### src/rtl/mem_bus_pkg.sv
// mem_bus_pkg: shared widths, RW encoding and arbiter state type for the 6502 memory bus
package mem_bus_pkg;
    localparam int ADR_W = 16;
    localparam int DATA_W = 8;
    localparam logic RW_READ = 1'b1;
    localparam logic RW_WRITE = 1'b0;
    typedef enum logic {ARB_IDLE, ARB_OWNED} arb_state_t;
endpackage

### src/rtl/mem_bus_arbiter_rr_picker.sv
// rr_picker: combinational round-robin priority encoder starting at a pointer, with an exclude mask
module rr_picker #(
    parameter int N = 3,
    parameter int IDX_W = (N > 1) ? $clog2(N) : 1
) (
    input  logic [N-1:0]     req,
    input  logic [IDX_W-1:0] start,
    input  logic [N-1:0]     excl,
    output logic             valid,
    output logic [IDX_W-1:0] win
);
    logic [N-1:0] cand;
    logic [IDX_W-1:0] j;
    assign cand = req & ~excl;
    // Scan from start downward in reverse so the candidate closest to start is written last
    always_comb begin
        valid = 1'b0;
        win = '0;
        j = '0;
        for (int k = N - 1; k >= 0; k--) begin
            j = IDX_W'((int'(start) + k) % N);
            if (cand[j]) begin
                valid = 1'b1;
                win = j;
            end
        end
    end
endmodule

### src/rtl/mem_bus_arbiter.sv
// mem_bus_arbiter: round-robin owner of the shared 6502 memory bus with bounded hold and lock
module mem_bus_arbiter
    import mem_bus_pkg::*;
#(
    parameter int NUM_MASTERS = 3,
    parameter int MAX_HOLD = 8
) (
    input  logic                          clk,
    input  logic                          n_reset,
    input  logic [NUM_MASTERS-1:0]        req,
    input  logic [NUM_MASTERS-1:0]        lock,
    input  logic [ADR_W*NUM_MASTERS-1:0]  m_adr,
    input  logic [NUM_MASTERS-1:0]        m_rw,
    input  logic [DATA_W*NUM_MASTERS-1:0] m_wdata,
    output logic [NUM_MASTERS-1:0]        gnt,
    output logic [NUM_MASTERS-1:0]        rdy,
    output logic [NUM_MASTERS-1:0]        rvalid,
    output logic [DATA_W-1:0]             m_rdata,
    output logic [ADR_W-1:0]              mem_adr,
    output logic                          mem_rw,
    output logic [DATA_W-1:0]             mem_wdata,
    input  logic [DATA_W-1:0]             mem_rdata
);
    localparam int IDX_W = (NUM_MASTERS > 1) ? $clog2(NUM_MASTERS) : 1;
    localparam logic [7:0] HOLD_MAX = 8'(MAX_HOLD);
    localparam logic [7:0] HOLD_LAST = 8'(MAX_HOLD - 1);
    localparam logic [IDX_W-1:0] LAST_IDX = IDX_W'(NUM_MASTERS - 1);

    arb_state_t state;
    logic [IDX_W-1:0] owner, rr_ptr, win, win_next;
    logic [7:0] hold_cnt, hold_inc;
    logic [NUM_MASTERS-1:0] own_mask, win_mask, excl;
    logic win_valid, take, release_bus;

    assign own_mask = NUM_MASTERS'(1) << owner;
    assign win_mask = NUM_MASTERS'(1) << win;
    assign excl = (state == ARB_OWNED) ? own_mask : '0;
    assign win_next = (win == LAST_IDX) ? '0 : win + 1'b1;
    assign hold_inc = (hold_cnt >= HOLD_MAX) ? HOLD_MAX : hold_cnt + 8'd1;
    assign take = win_valid && (state == ARB_IDLE || !req[owner] || (!lock[owner] && hold_cnt >= HOLD_LAST));
    assign release_bus = state == ARB_OWNED && !req[owner] && !win_valid;
    assign rdy = gnt;
    assign m_rdata = mem_rdata;

    rr_picker #(.N(NUM_MASTERS), .IDX_W(IDX_W)) u_pick (
        .req(req),
        .start(rr_ptr),
        .excl(excl),
        .valid(win_valid),
        .win(win)
    );

    // Ownership on the CPU's falling edge: hand over to the RR winner, go idle, or keep counting hold time
    always_ff @(negedge clk) begin
        if (!n_reset) begin
            state <= ARB_IDLE;
            owner <= '0;
            rr_ptr <= '0;
            hold_cnt <= '0;
            gnt <= '0;
            rvalid <= '0;
        end else begin
            rvalid <= gnt & m_rw;
            if (take) begin
                state <= ARB_OWNED;
                owner <= win;
                rr_ptr <= win_next;
                hold_cnt <= '0;
                gnt <= win_mask;
            end else if (release_bus) begin
                state <= ARB_IDLE;
                hold_cnt <= '0;
                gnt <= '0;
            end else if (state == ARB_OWNED) begin
                hold_cnt <= hold_inc;
            end
        end
    end

    // Bus mux follows gnt directly so a write in the reset cycle still reaches memory
    always_comb begin
        mem_adr = '0;
        mem_rw = RW_READ;
        mem_wdata = '0;
        for (int i = 0; i < NUM_MASTERS; i++) begin
            if (gnt[i]) begin
                mem_adr = m_adr[ADR_W*i +: ADR_W];
                mem_rw = m_rw[i];
                mem_wdata = m_wdata[DATA_W*i +: DATA_W];
            end
        end
    end
endmodule

### config.mk
export PLATFORM = sky130hd
export DESIGN_NAME = mem_bus_arbiter
export DESIGN_NICKNAME = d
export VERILOG_FILES = /design/src/rtl/mem_bus_pkg.sv /design/src/rtl/mem_bus_arbiter_rr_picker.sv /design/src/rtl/mem_bus_arbiter.sv
export SDC_FILE = /design/constraint.sdc
export NUM_CORES = 1
export LEC_CHECK = 0
export CAP_MARGIN = 20
export CORE_MARGIN = 4
export CORE_UTILIZATION = 30
export DETAILED_ROUTE_END_ITERATION = 10
export PLACE_DENSITY_LB_ADDON = 0.15
export SYNTH_ARGS = -nofsm -noshare
export SYNTH_HDL_FRONTEND = slang
export SYNTH_SLANG_ARGS = --single-unit
### constraint.sdc
create_clock -name clk -period 3.7 [get_ports clk]
set_input_delay 0.37 -clock clk [delete_from_list [all_inputs] [get_ports clk]]
set_output_delay 0.37 -clock clk [all_outputs]
set_load 0.05 [all_outputs]
==> results of run 1 <==
[synthesized netlist by cell type, types with 2 or more instances]
| master | count |
|---|---|
| buf_4 | 12 |
| nor3_1 | 3 |
| nand3_1 | 5 |
| o21ai_1 | 3 |
| nor4bb_4 | 2 |
| nand3b_1 | 2 |
| o21ai_0 | 31 |
| o2bb2ai_1 | 2 |
| nor2_1 | 12 |
| mux2i_1 | 3 |
| nand2_1 | 38 |
| and2_1 | 5 |
| buf_2 | 2 |
| inv_1 | 12 |
| o32ai_2 | 2 |
| xor2_1 | 4 |
| ha_1 | 4 |
| a22oi_1 | 24 |
| and3_1 | 5 |
| dfxtp_1 | 19 |
| clkbuf_1 | 12 |
[power by group through the flow]
stage               combinational (mW)  sequential (mW)  clock [mW]
CTS                               2.56            0.323       0.308
global placement                  2.31            0.333      0.0330
detailed placement                2.33            0.335      0.0330
global route                      2.70            0.336       0.329
floorplan                         1.39            0.326      0.0331
finish                            2.59            0.325       0.294
[repair_timing]
item	in CTS	in global routing
cloned	3	1
gates resized for setup	33	4
setup endpoints to repair	34	25
setup buffers	6	3
pin swaps	8	14
[layout by cell type (no fill, tap or decap), types with 2 or more instances in the layout]
| master | n |
|---|---|
| inv_1 | 29 |
| dfxtp_4 | 3 |
| o21ai_0 | 5 |
| nand3b_1 | 2 |
| clkdlybuf4s50_1 | 80 |
| xor2_1 | 4 |
| o2bb2ai_1 | 2 |
| dfxtp_1 | 16 |
| buf_4 | 19 |
| o21ai_4 | 20 |
| dlygate4sd2_1 | 2 |
| o21ai_1 | 3 |
| nand2_1 | 38 |
| and3_1 | 5 |
| buf_12 | 33 |
| mux2i_1 | 3 |
| nor2_1 | 11 |
| nor4bb_4 | 2 |
| nand3_1 | 5 |
| o21ai_2 | 6 |
| a22oi_1 | 2 |
| and2_1 | 5 |
| ha_1 | 4 |
| clkbuf_8 | 3 |
| o32ai_2 | 2 |
| buf_16 | 2 |
| a22oi_2 | 22 |
| nor3_1 | 3 |
[flip-flops by register name (all words and copies together) (netlist names)]
name,flops
gnt,3
hold_cnt,8
state,1
rvalid,3
owner,2
rr_ptr,2
[final timing paths]
check	end	slack, ns	start
worst min register to register	hold_cnt[7]	0.53	hold_cnt[7]
worst min-delay path	hold_cnt[7]	0.53	hold_cnt[7]
worst max-delay path	mem_wdata[7]	-0.08	gnt[0]
worst max register to register	gnt[0]	1.56	state
[stage by stage]
| step | utilization (%) | hold slack (ns) |
|---|---|---|
| 2_1_floorplan | - | 0.462 |
| 3_3_place_gp | 62.6 | 0.487 |
| 3_5_place_dp | 62.6 | 0.492 |
| 4_1_cts | 69.9 | 0.528 |
| 5_1_grt | 70.5 | 0.555 |
| 6_report | 70.5 | 0.528 |
[logic make-up (layout without fill, tap and decap cells)]
family                     count (synthesis)  after routing  synth area share (%)
muxes                                      4              4                  2.61
DFF                                       19             19                  22.0
and+or+nand+nor                           80             80                  24.3
buffers and inverters                     40            173                  11.9
AOI/OAI and AO/OA                         79             79                  33.7
adders and majority gates                  4              4                  2.90
xor gates and xnor gates                   5              5                  2.54
[routing by layer]
layer | share of wire (%) | vias up | wire length (um)
met5 | 0 | - | 0
met4 | 2.7 | 0 | 206
met3 | 5.6 | 14 | 425
met2 | 53 | 83 | 4070
met1 | 38 | 1038 | 2910
li1 | - | 1094 | -
[cell type report]
class	instances	share of cell area, %
repair buffers	139	44.2
well taps	72	2.31
multi-input cells	172	38.7
flip-flops and latches	19	10.0
clock inverters	20	2.59
clock buffers	3	1.06
inverters	11	1.12
[critical path, stage by stage (launching register included)]
cell	delay, ns
dfxtp_4	0.34
inv_4	0.04
nor2_4	0.19
buf_12	0.15
buf_16	0.12
a22oi_1	0.08
o21ai_2	0.17
buf_12	0.16
==> key figures, run 1 <==
Placement
  • DPL Wire Length: 5680 um
  • Inst Count DP: 402
  • Buffers on Ports: 116
  • RD Place Congestion: 0.825
  • DP Area: 3470 um^2
  • Dpl ws: -0.441 ns

Final layout
  • Reg area: 392 um^2
  • Nets: 460
  • Diode count: 0
  • Share of layout cells above drive strength 1: 34.9%
  • Filler cells: 410
  • Layout Area Growth over Synthesis: 126%
  • Fin cells: 436
  • Final instance area: 3910 um^2
  • Area of the multi-input gates: 1510 um^2

Synth
  • Asr flop ratio synth: 0%
  • #FFs+latches synth: 19
  • Primary FF master, synth: dfxtp_1
  • Synth warn: 0
  • Mapped cell area: 1730 um^2
  • Synthesized Nets: 326
  • Yosys cell types: 50
  • Mean post-synth cell area: 7.47 um^2
  • Sequential share of the synthesized area: 22.0%
  • Area leader, netlist: dfxtp_1
  • Synthesized instance count: 231
  • Post-synth top area share: 22.0%
  • Largest cells by area after synthesis: dfxtp_1 (22%), a22oi_1 (10%), o21ai_0 (9.0%)
  • Post-synth EDFFs: 0

Power
  • Comb pwr share: 80.8%
  • Switch share: 48.0%
  • Maximum vdd drop: 0.385 mV
  • Design Power: 3.21 mW
  • Leak: 1.50 nW
  • Sequential power share: 10.1%
  • Int Pwr: 1.67 mW
  • P_sw: 1.54 mW
  • Pwr Density: 822 nW/um^2
  • Clk network pwr share: 9.1%

Route
  • Drt first pass iters: 4
  • WL/cell: 17.5 um
  • Post-route ant nets: 0
  • Routed vias: 2229
  • Starting DRT DRC Count: 95
  • Post-route DRC: 0
  • Vias/cell: 5.11
  • Total routed wirelength: 7610 um

Die
  • FP Rows: 27
  • Die Y: 83.9 um
  • Core region area: 5540 um^2
  • Initial cell density of the core: 31.2%
  • Die area: 7030 um^2
  • Num ports: 133
  • Die width: 83.9 um

Critical path
  • Reg2Reg Depth: 6
  • Crit end category: primary output
  • Critical Path RT: 3.33 ns
  • Crit path max fanout: 6
  • Arrival time at the worst endpoint: 3.41 ns
  • Setup crit start kind: flop
  • Critical path class: reg -> out

Timing
  • RSZ-0062 raised after global routing: yes
  • Final setup vio count: 15
  • Final Worst Setup Slack: -0.0825 ns
  • Max_slew headroom: 61.3%
  • Setup Skew: 0.0137 ns
  • Setup TNS: -0.881 ns
  • Final number of max-transition violations: 0
  • Slew @ Worst Pin: 0.580 ns
  • Final Hold Viols: 0

CTS
  • Total CTS buffers: 3
  • Root buf cell: clkbuf_8
  • CTS max path bufs: 2
  • Later-pin clock latency in the skew report: 0.33 ns
  • CTS tree: built
  • Clock tree sinks: 19
  • Clock Pin Slew Worst Setup and Hold Paths: 0.03 ns
  • H-tree levels: 1
  • Hold_buf cts: 0

Outcome
  • Status: complete, but fails checks
  • Failing checks: negative setup slack

Global route
  • GR Util met2: 37.8%
  • Most Used Layer, Global Route: met2
  • GRT Total Usage: 20.9%
  • Met1 track demand over resource: 23.1%
  • Vias in the first global route: 2254
  • Largest net degree at the start of global routing: 37
  • Gr ovfl total: 0
  • Antenna violations before repair: 0
  • Met3 Use GR: 6.42%
  • Global-route wire length before repair: 12000 um

Worst hold path
  • Worst Hold Class: reg -> reg
  • Hold Path Stages: 2

Job
  • Max_cap viols: 0
(Power assumes the default switching activity.)
==> inputs of run 2 (changes only) <==
- ABC_CLOCK_PERIOD_IN_PS: default -> 3700
==> results of run 2 <==
No change in the layout: final DEF, timing and power equal those of run 1.
